<file path="src/rtl/seq_pkg.sv">
// Shared definitions for the serial pattern transmitter.
//   state_t      : transmitter FSM states (IDLE, PREAMBLE, DATA)
//   PREAMBLE_PAT : optional sync preamble, sent MSB-first
//   PREAMBLE_LEN : number of preamble bits
package seq_pkg;

  typedef enum logic [1:0] {
    IDLE     = 2'd0,
    PREAMBLE = 2'd1,
    DATA     = 2'd2
  } state_t;

  localparam logic [3:0] PREAMBLE_PAT = 4'b1011;
  localparam int         PREAMBLE_LEN = 4;

endpackage

</file>
<file path="src/rtl/seq_tx_shreg.sv">
// Loadable MSB-first shift register with a remaining-bit down-counter.
// Ports:
//   clk, reset : clock, synchronous active-high reset
//   load       : capture load_data / load_len (takes priority over shift)
//   shift      : drop the current head bit and move to the next one
//   load_data  : word to transmit, MSB first
//   load_len   : number of bits to transmit (already clamped to DATA_W)
//   next_bit   : bit that will be at the head after this edge
//                (current head if not shifting, following bit if shifting)
//   last       : the current head is the final bit of the word
//   empty      : no bits remain
module seq_tx_shreg #(
  parameter int DATA_W = 8,
  parameter int LEN_W  = $clog2(DATA_W + 1)
) (
  input  logic              clk,
  input  logic              reset,
  input  logic              load,
  input  logic              shift,
  input  logic [DATA_W-1:0] load_data,
  input  logic [LEN_W-1:0]  load_len,
  output logic              next_bit,
  output logic              last,
  output logic              empty
);

  logic [DATA_W-1:0] sr;
  logic [LEN_W-1:0]  cnt;

  // NOTE: sequential state is always written with non-blocking (<=)
  // assignments so every flop samples pre-edge values.
  always_ff @(posedge clk) begin
    if (reset) begin
      cnt <= '0;
    end else if (load) begin
      cnt <= load_len;
    end else if (shift && (cnt != '0)) begin
      cnt <= cnt - LEN_W'(1);
    end
  end

  // NOTE: the data register is deliberately left without reset; its
  // contents are meaningless unless cnt (which is reset) says otherwise.
  always_ff @(posedge clk) begin
    if (load) begin
      sr <= load_data;
    end else if (shift) begin
      sr <= {sr[DATA_W-2:0], 1'b0};
    end
  end

  assign next_bit = shift ? sr[DATA_W-2] : sr[DATA_W-1];
  assign last     = (cnt == LEN_W'(1));
  assign empty    = (cnt == '0);

endmodule

</file>
<file path="src/rtl/seq_pattern_tx.sv">
// Serial pattern transmitter: accepts a word with a bit count and sends
// that many bits MSB-first on a registered serial output, one per cycle.
// Optional feature: define SEQ_TX_PREAMBLE_EN to precede every word with
// the 4-bit preamble 1011 (also for zero-length words).
// Ports:
//   clk       : sole clock, rising edge
//   reset     : synchronous, active-high reset
//   in_valid  : a word is offered
//   in_ready  : word can be accepted this cycle (IDLE and not in reset)
//   in_data   : pattern bits, MSB first
//   in_len    : number of bits to send from the MSB end (clamped to DATA_W)
//   x         : registered serial bit, 0 whenever x_valid is 0
//   x_valid   : x carries a transmitted bit this cycle
//   busy      : a word is in flight (PREAMBLE or DATA)
//   done      : one-cycle pulse in the cycle after the last bit
module seq_pattern_tx
  import seq_pkg::*;
#(
  parameter int DATA_W = 8,
  parameter int LEN_W  = $clog2(DATA_W + 1)
) (
  input  logic              clk,
  input  logic              reset,
  input  logic              in_valid,
  output logic              in_ready,
  input  logic [DATA_W-1:0] in_data,
  input  logic [LEN_W-1:0]  in_len,
  output logic              x,
  output logic              x_valid,
  output logic              busy,
  output logic              done
);

  state_t           state, state_d;
  logic             x_d, x_valid_d, done_d;
  logic             accept, load, shift;
  logic             next_bit, last, empty;
  logic [LEN_W-1:0] len_c;

`ifdef SEQ_TX_PREAMBLE_EN
  logic [1:0] pre_idx, pre_idx_d;   // index of the preamble bit now on x
`endif

  assign in_ready = (state == IDLE) && !reset;
  assign accept   = in_valid && in_ready;
  assign busy     = (state != IDLE);
  assign len_c    = (in_len > LEN_W'(DATA_W)) ? LEN_W'(DATA_W) : in_len;

  // Kept outside the FSM process so next_bit (which depends on shift)
  // does not feed back into the block that produces shift.
  assign load  = accept;
  assign shift = (state == DATA) && !last && !empty;

  seq_tx_shreg #(
    .DATA_W (DATA_W),
    .LEN_W  (LEN_W)
  ) u_shreg (
    .clk       (clk),
    .reset     (reset),
    .load      (load),
    .shift     (shift),
    .load_data (in_data),
    .load_len  (len_c),
    .next_bit  (next_bit),
    .last      (last),
    .empty     (empty)
  );

  // x/x_valid/done are computed one cycle ahead and registered, so the
  // serial output comes straight from flops.
  always_comb begin
    // NOTE: every output of this block gets a default first, so no path
    // leaves a value unassigned and no latch is inferred.
    state_d   = state;
    x_d       = 1'b0;
    x_valid_d = 1'b0;
    done_d    = 1'b0;
`ifdef SEQ_TX_PREAMBLE_EN
    pre_idx_d = pre_idx;
`endif
    case (state)
      IDLE: begin
        if (accept) begin
`ifdef SEQ_TX_PREAMBLE_EN
          state_d   = PREAMBLE;
          pre_idx_d = 2'd0;
          x_d       = PREAMBLE_PAT[PREAMBLE_LEN-1];
          x_valid_d = 1'b1;
`else
          if (len_c == '0) begin
            // Nothing to send: stay in IDLE and report completion.
            done_d = 1'b1;
          end else begin
            state_d   = DATA;
            x_d       = in_data[DATA_W-1];
            x_valid_d = 1'b1;
          end
`endif
        end
      end
`ifdef SEQ_TX_PREAMBLE_EN
      PREAMBLE: begin
        if (pre_idx == 2'(PREAMBLE_LEN - 1)) begin
          if (empty) begin
            state_d = IDLE;
            done_d  = 1'b1;
          end else begin
            // Shift register is not advanced here: its head is the
            // first data bit.
            state_d   = DATA;
            x_d       = next_bit;
            x_valid_d = 1'b1;
          end
        end else begin
          pre_idx_d = pre_idx + 2'd1;
          x_d       = PREAMBLE_PAT[2'(PREAMBLE_LEN - 2) - pre_idx];
          x_valid_d = 1'b1;
        end
      end
`endif
      DATA: begin
        if (last || empty) begin
          state_d = IDLE;
          done_d  = 1'b1;
        end else begin
          x_d       = next_bit;
          x_valid_d = 1'b1;
        end
      end
      default: state_d = IDLE;
    endcase
  end

  always_ff @(posedge clk) begin
    if (reset) begin
      state   <= IDLE;
      x       <= 1'b0;
      x_valid <= 1'b0;
      done    <= 1'b0;
`ifdef SEQ_TX_PREAMBLE_EN
      pre_idx <= 2'd0;
`endif
    end else begin
      state   <= state_d;
      x       <= x_d;
      x_valid <= x_valid_d;
      done    <= done_d;
`ifdef SEQ_TX_PREAMBLE_EN
      pre_idx <= pre_idx_d;
`endif
    end
  end

endmodule
</file>
<file path="config.mk">
export PLATFORM = sky130hd
export DESIGN_NAME = seq_pattern_tx
export DESIGN_NICKNAME = d
export VERILOG_FILES = /design/src/rtl/seq_pkg.sv /design/src/rtl/seq_tx_shreg.sv /design/src/rtl/seq_pattern_tx.sv
export SDC_FILE = /design/constraint.sdc
export NUM_CORES = 1
export LEC_CHECK = 0
export ABC_AREA = 1
export BUFFER_PORTS_ARGS = -buffer_cell sky130_fd_sc_hd__buf_4
export CAP_MARGIN = 25
export CELL_PAD_IN_SITES_DETAIL_PLACEMENT = 1
export CELL_PAD_IN_SITES_GLOBAL_PLACEMENT = 2
export CORE_MARGIN = 2
export CORE_UTILIZATION = 30
export CTS_CLUSTER_SIZE = 10
export DETAILED_ROUTE_END_ITERATION = 6
export PLACE_DENSITY = 0.83
export SYNTH_ARGS = -nofsm -noshare
export SYNTH_HDL_FRONTEND = slang
export SYNTH_SLANG_ARGS = --single-unit
</file>
<file path="constraint.sdc">
create_clock -name clk -period 3 [get_ports clk]
set_input_delay 0.3 -clock clk [delete_from_list [all_inputs] [get_ports clk]]
set_output_delay 0.3 -clock clk [all_outputs]
set_load 0.05 [all_outputs]
</file>
==> key figures <==
Logic synthesis
  – Post-synthesis sequential area ratio: 47.4%
  – Synth top area cells: edfxtp_1 (27%), dfxtp_1 (20%), nand2_1 (18%)
  – Flops & latches, synth: 15
  – Cells after Synth: 101
  – Commonest cells post-synth: nand2_1 (38), inv_1 (13), nor2_1 (12)
  – Mean Syn Cell Area: 7.74 sq um
  – Post-synth EDFFs: 7
  – Top-count cell post-synth: nand2_1
  – Syn Nets: 119
  – Synth Flop Type: dfxtp_1
  – Synth Cell Area: 782 sq um
  – Area leader, netlist: edfxtp_1
  – Post-synth ARST share: 0%
  – Synth cell types: 19
  – YS warnings: 0
  – Yosys top cell area share: 26.9%

Clock network
  – CTS HTree Levels: 1
  – CTS root buf: clkbuf_4
  – Cts hold-fix bufs: 0
  – Post_cts resized: 0
  – TritonCTS buffer count: 3
  – Clock sinks: 15
  – Worst-Skew Late Latency: 0.29 ns
  – TritonCTS clock tree: done
  – Clk buf depth: 2
  – Setup Fix Bufs, Post-CTS: 0
  – Clk pin slew, worst setup/hold paths: 0.09 ns

Critical path
  – R2R cell count: 7
  – Critical Path AT: 1.58 ns
  – Crit path max fanout: 10
  – Reg2reg setup slack: 1.38 ns
  – Crit path launch type: flop
  – Reg2reg end: u_shreg.sr[5]$_DFFE_PP_
  – Reg-to-reg startpoint: u_shreg.cnt[0]$_SDFFE_PP0P_
  – Critical path type: reg2reg
  – CP endpoint kind: flop
  – CP required: 2.95 ns

Place
  – Post-DP HPWL: 1350 um
  – Place WS: 1.37 ns
  – Global placer's final weighted congestion: 0.776
  – Port buffer count: 19

Power
  – Power Density: 489 nW/um^2
  – VDD IR max: 0.314 mV
  – Pleak: 0.487 nW

GRT
  – First-pass GRT wire length: 3010 um
  – Initial antenna violation count: 0
  – Vias in the first global route: 707
  – Remaining global-route overflow: 0
  – Total Routing Usage GR: 14.4%
  – Largest net degree at the start of global routing: 16

Timing
  – Worst setup margin: 1.38 ns
  – Fin. Hold Viols: 0
  – Final setup viols: 0
  – Final period util: 54.1%
  – Setup TNS: 0 ns
  – Minimum clock period: 1.62 ns
  – RSZ-0062 raised after global routing: false
  – Relative slew slack: 69.1%
  – Worst-margin pin slew: 0.464 ns
  – Slew Limit Fails: 0
  – Peak Freq: 616 MHz
  – Fin Clk Skew: 0.00458 ns

Min path
  – Worst Hold Class: in2reg
  – Endpoint, Worst Hold: x$_SDFF_PP0_
  – Min-delay src: reset
  – Worst Hold Depth: 2

Route
  – Drt pass-1 iters: 2
  – Wire length per cell after detailed routing: 11.4 um
  – Drc violations: 0
  – Routed Antenna Nets: 0
  – Vias post-DR: 690
  – Vias per cell: 4.54
  – Iter 0 DRT Violations: 12
  – Total wire length: 1730 um

Finish
  – Layout area overhead: 23.0%
  – Fill count: 327
  – Register area: 370 sq um
  – Footprint of the multi-input gates: 330 sq um
  – Fraction of layout cells with a size suffix above 1: 21.3%
  – Inserted Diodes: 0
  – Count of nets after finishing: 141

Die
  – Die X: 55.1 um
  – Total die area: 3030 sq um
  – Die Span Y: 55.1 um
  – Initial core utilization: 31.6%
  – # IOs: 20
  – Core Rows: 18
  – Core area: 2480 sq um

Job
  – Max-cap violations: 0

Run status
  – Status: finished, final reports clean
-- per-stage QoR --
stage / util, % / instances / hold WS (ns) / area [sq um] / power (mW)
6_report: 38.8 / 152 / 0.208 / 962 / 0.470
4_1_cts: 38.8 / 152 / 0.196 / 962 / 0.478
3_3_place_gp: 37.8 / 148 / 0.494 / 936 / 0.355
5_1_grt: 38.8 / 152 / 0.189 / 962 / 0.505
3_5_place_dp: 37.8 / 148 / 0.502 / 936 / 0.358
2_1_floorplan: - / 101 / 0.369 / 782 / 0.322
-- worst max path at each step --
stage	endpoint	cells past startpoint	startpoint	slack, ns
2_1_floorplan	u_shreg.sr[0]$_SDFFCE_PN0P_	3	state[1]$_SDFFE_PP0P_	1.17
3_3_place_gp	u_shreg.sr[2]$_DFFE_PP_	7	u_shreg.cnt[0]$_SDFFE_PP0P_	1.43
3_5_place_dp	u_shreg.sr[0]$_SDFFCE_PN0P_	7	u_shreg.cnt[0]$_SDFFE_PP0P_	1.37
4_1_cts	u_shreg.sr[0]$_SDFFCE_PN0P_	7	u_shreg.cnt[0]$_SDFFE_PP0P_	1.36
5_1_grt	u_shreg.cnt[1]$_SDFFE_PP0P_	10	u_shreg.cnt[0]$_SDFFE_PP0P_	1.22
6_report	u_shreg.sr[5]$_DFFE_PP_	7	u_shreg.cnt[0]$_SDFFE_PP0P_	1.38
-- worst max-delay path, cell delays in order (launching register included) --
cell and delay (ns):
dfxtp_1 0.39, inv_1 0.10, ha_1 0.20, inv_1 0.05, nand2_1 0.06, nand2_1 0.08
nand2_1 0.10, nand2_1 0.31
-- where the power goes --
group / switching [mW] / internal (mW)
clock: 0.0675 / 0.0517
combinational: 0.0669 / 0.0412
sequential: 0.00922 / 0.234
-- routing by layer --
layer | part of all wire [%] | vias up | GRT usage (%)
li1 | - | 355 | -
met1 | 41 | 309 | 14.9
met2 | 51 | 24 | 26.4
met3 | 7.2 | 2 | 5.11
met4 | 0.64 | 0 | 5.28
met5 | 0 | - | 0
-- sequential cells by signal (all words and copies together), names as in the netlist --
register and count:
u_shreg.sr 7, u_shreg.cnt 4, done 1, state 1, x 1, x_valid 1
-- placed cells by master (no fill, tap or decap), drive strengths merged --
master	count
nand2	39
o22ai	1
a21oi	4
nand3	4
nor2	13
clkbuf	4
dfxtp	8
nand3b	1
o21ai	2
edfxtp	7
and2	1
inv	14
ha	3
nand4	2
buf	19
-- logic make-up (layout without fill, tap and decap cells) --
| group | count (synthesis) | after routing | synth area share, % |
|---|---|---|---|
| adder cells (fa/ha/maj) | 3 | 3 | 4.80 |
| buffers and inverters | 16 | 37 | 10.4 |
| AND/OR/NAND/NOR | 60 | 60 | 32.8 |
| flip-flops | 15 | 15 | 47.4 |
| AO/OA/AOI/OAI | 7 | 7 | 4.64 |
-- layout make-up --
class,instances,share of cell area (%)
Sequential cell,15,38.5
Multi-Input combinational cell,70,34.3
Timing Repair Buffer,19,14.8
Inverter,14,5.72
Tap cell,30,3.90
Clock buffer,4,2.73
Power figures use the tool's default switching activity.
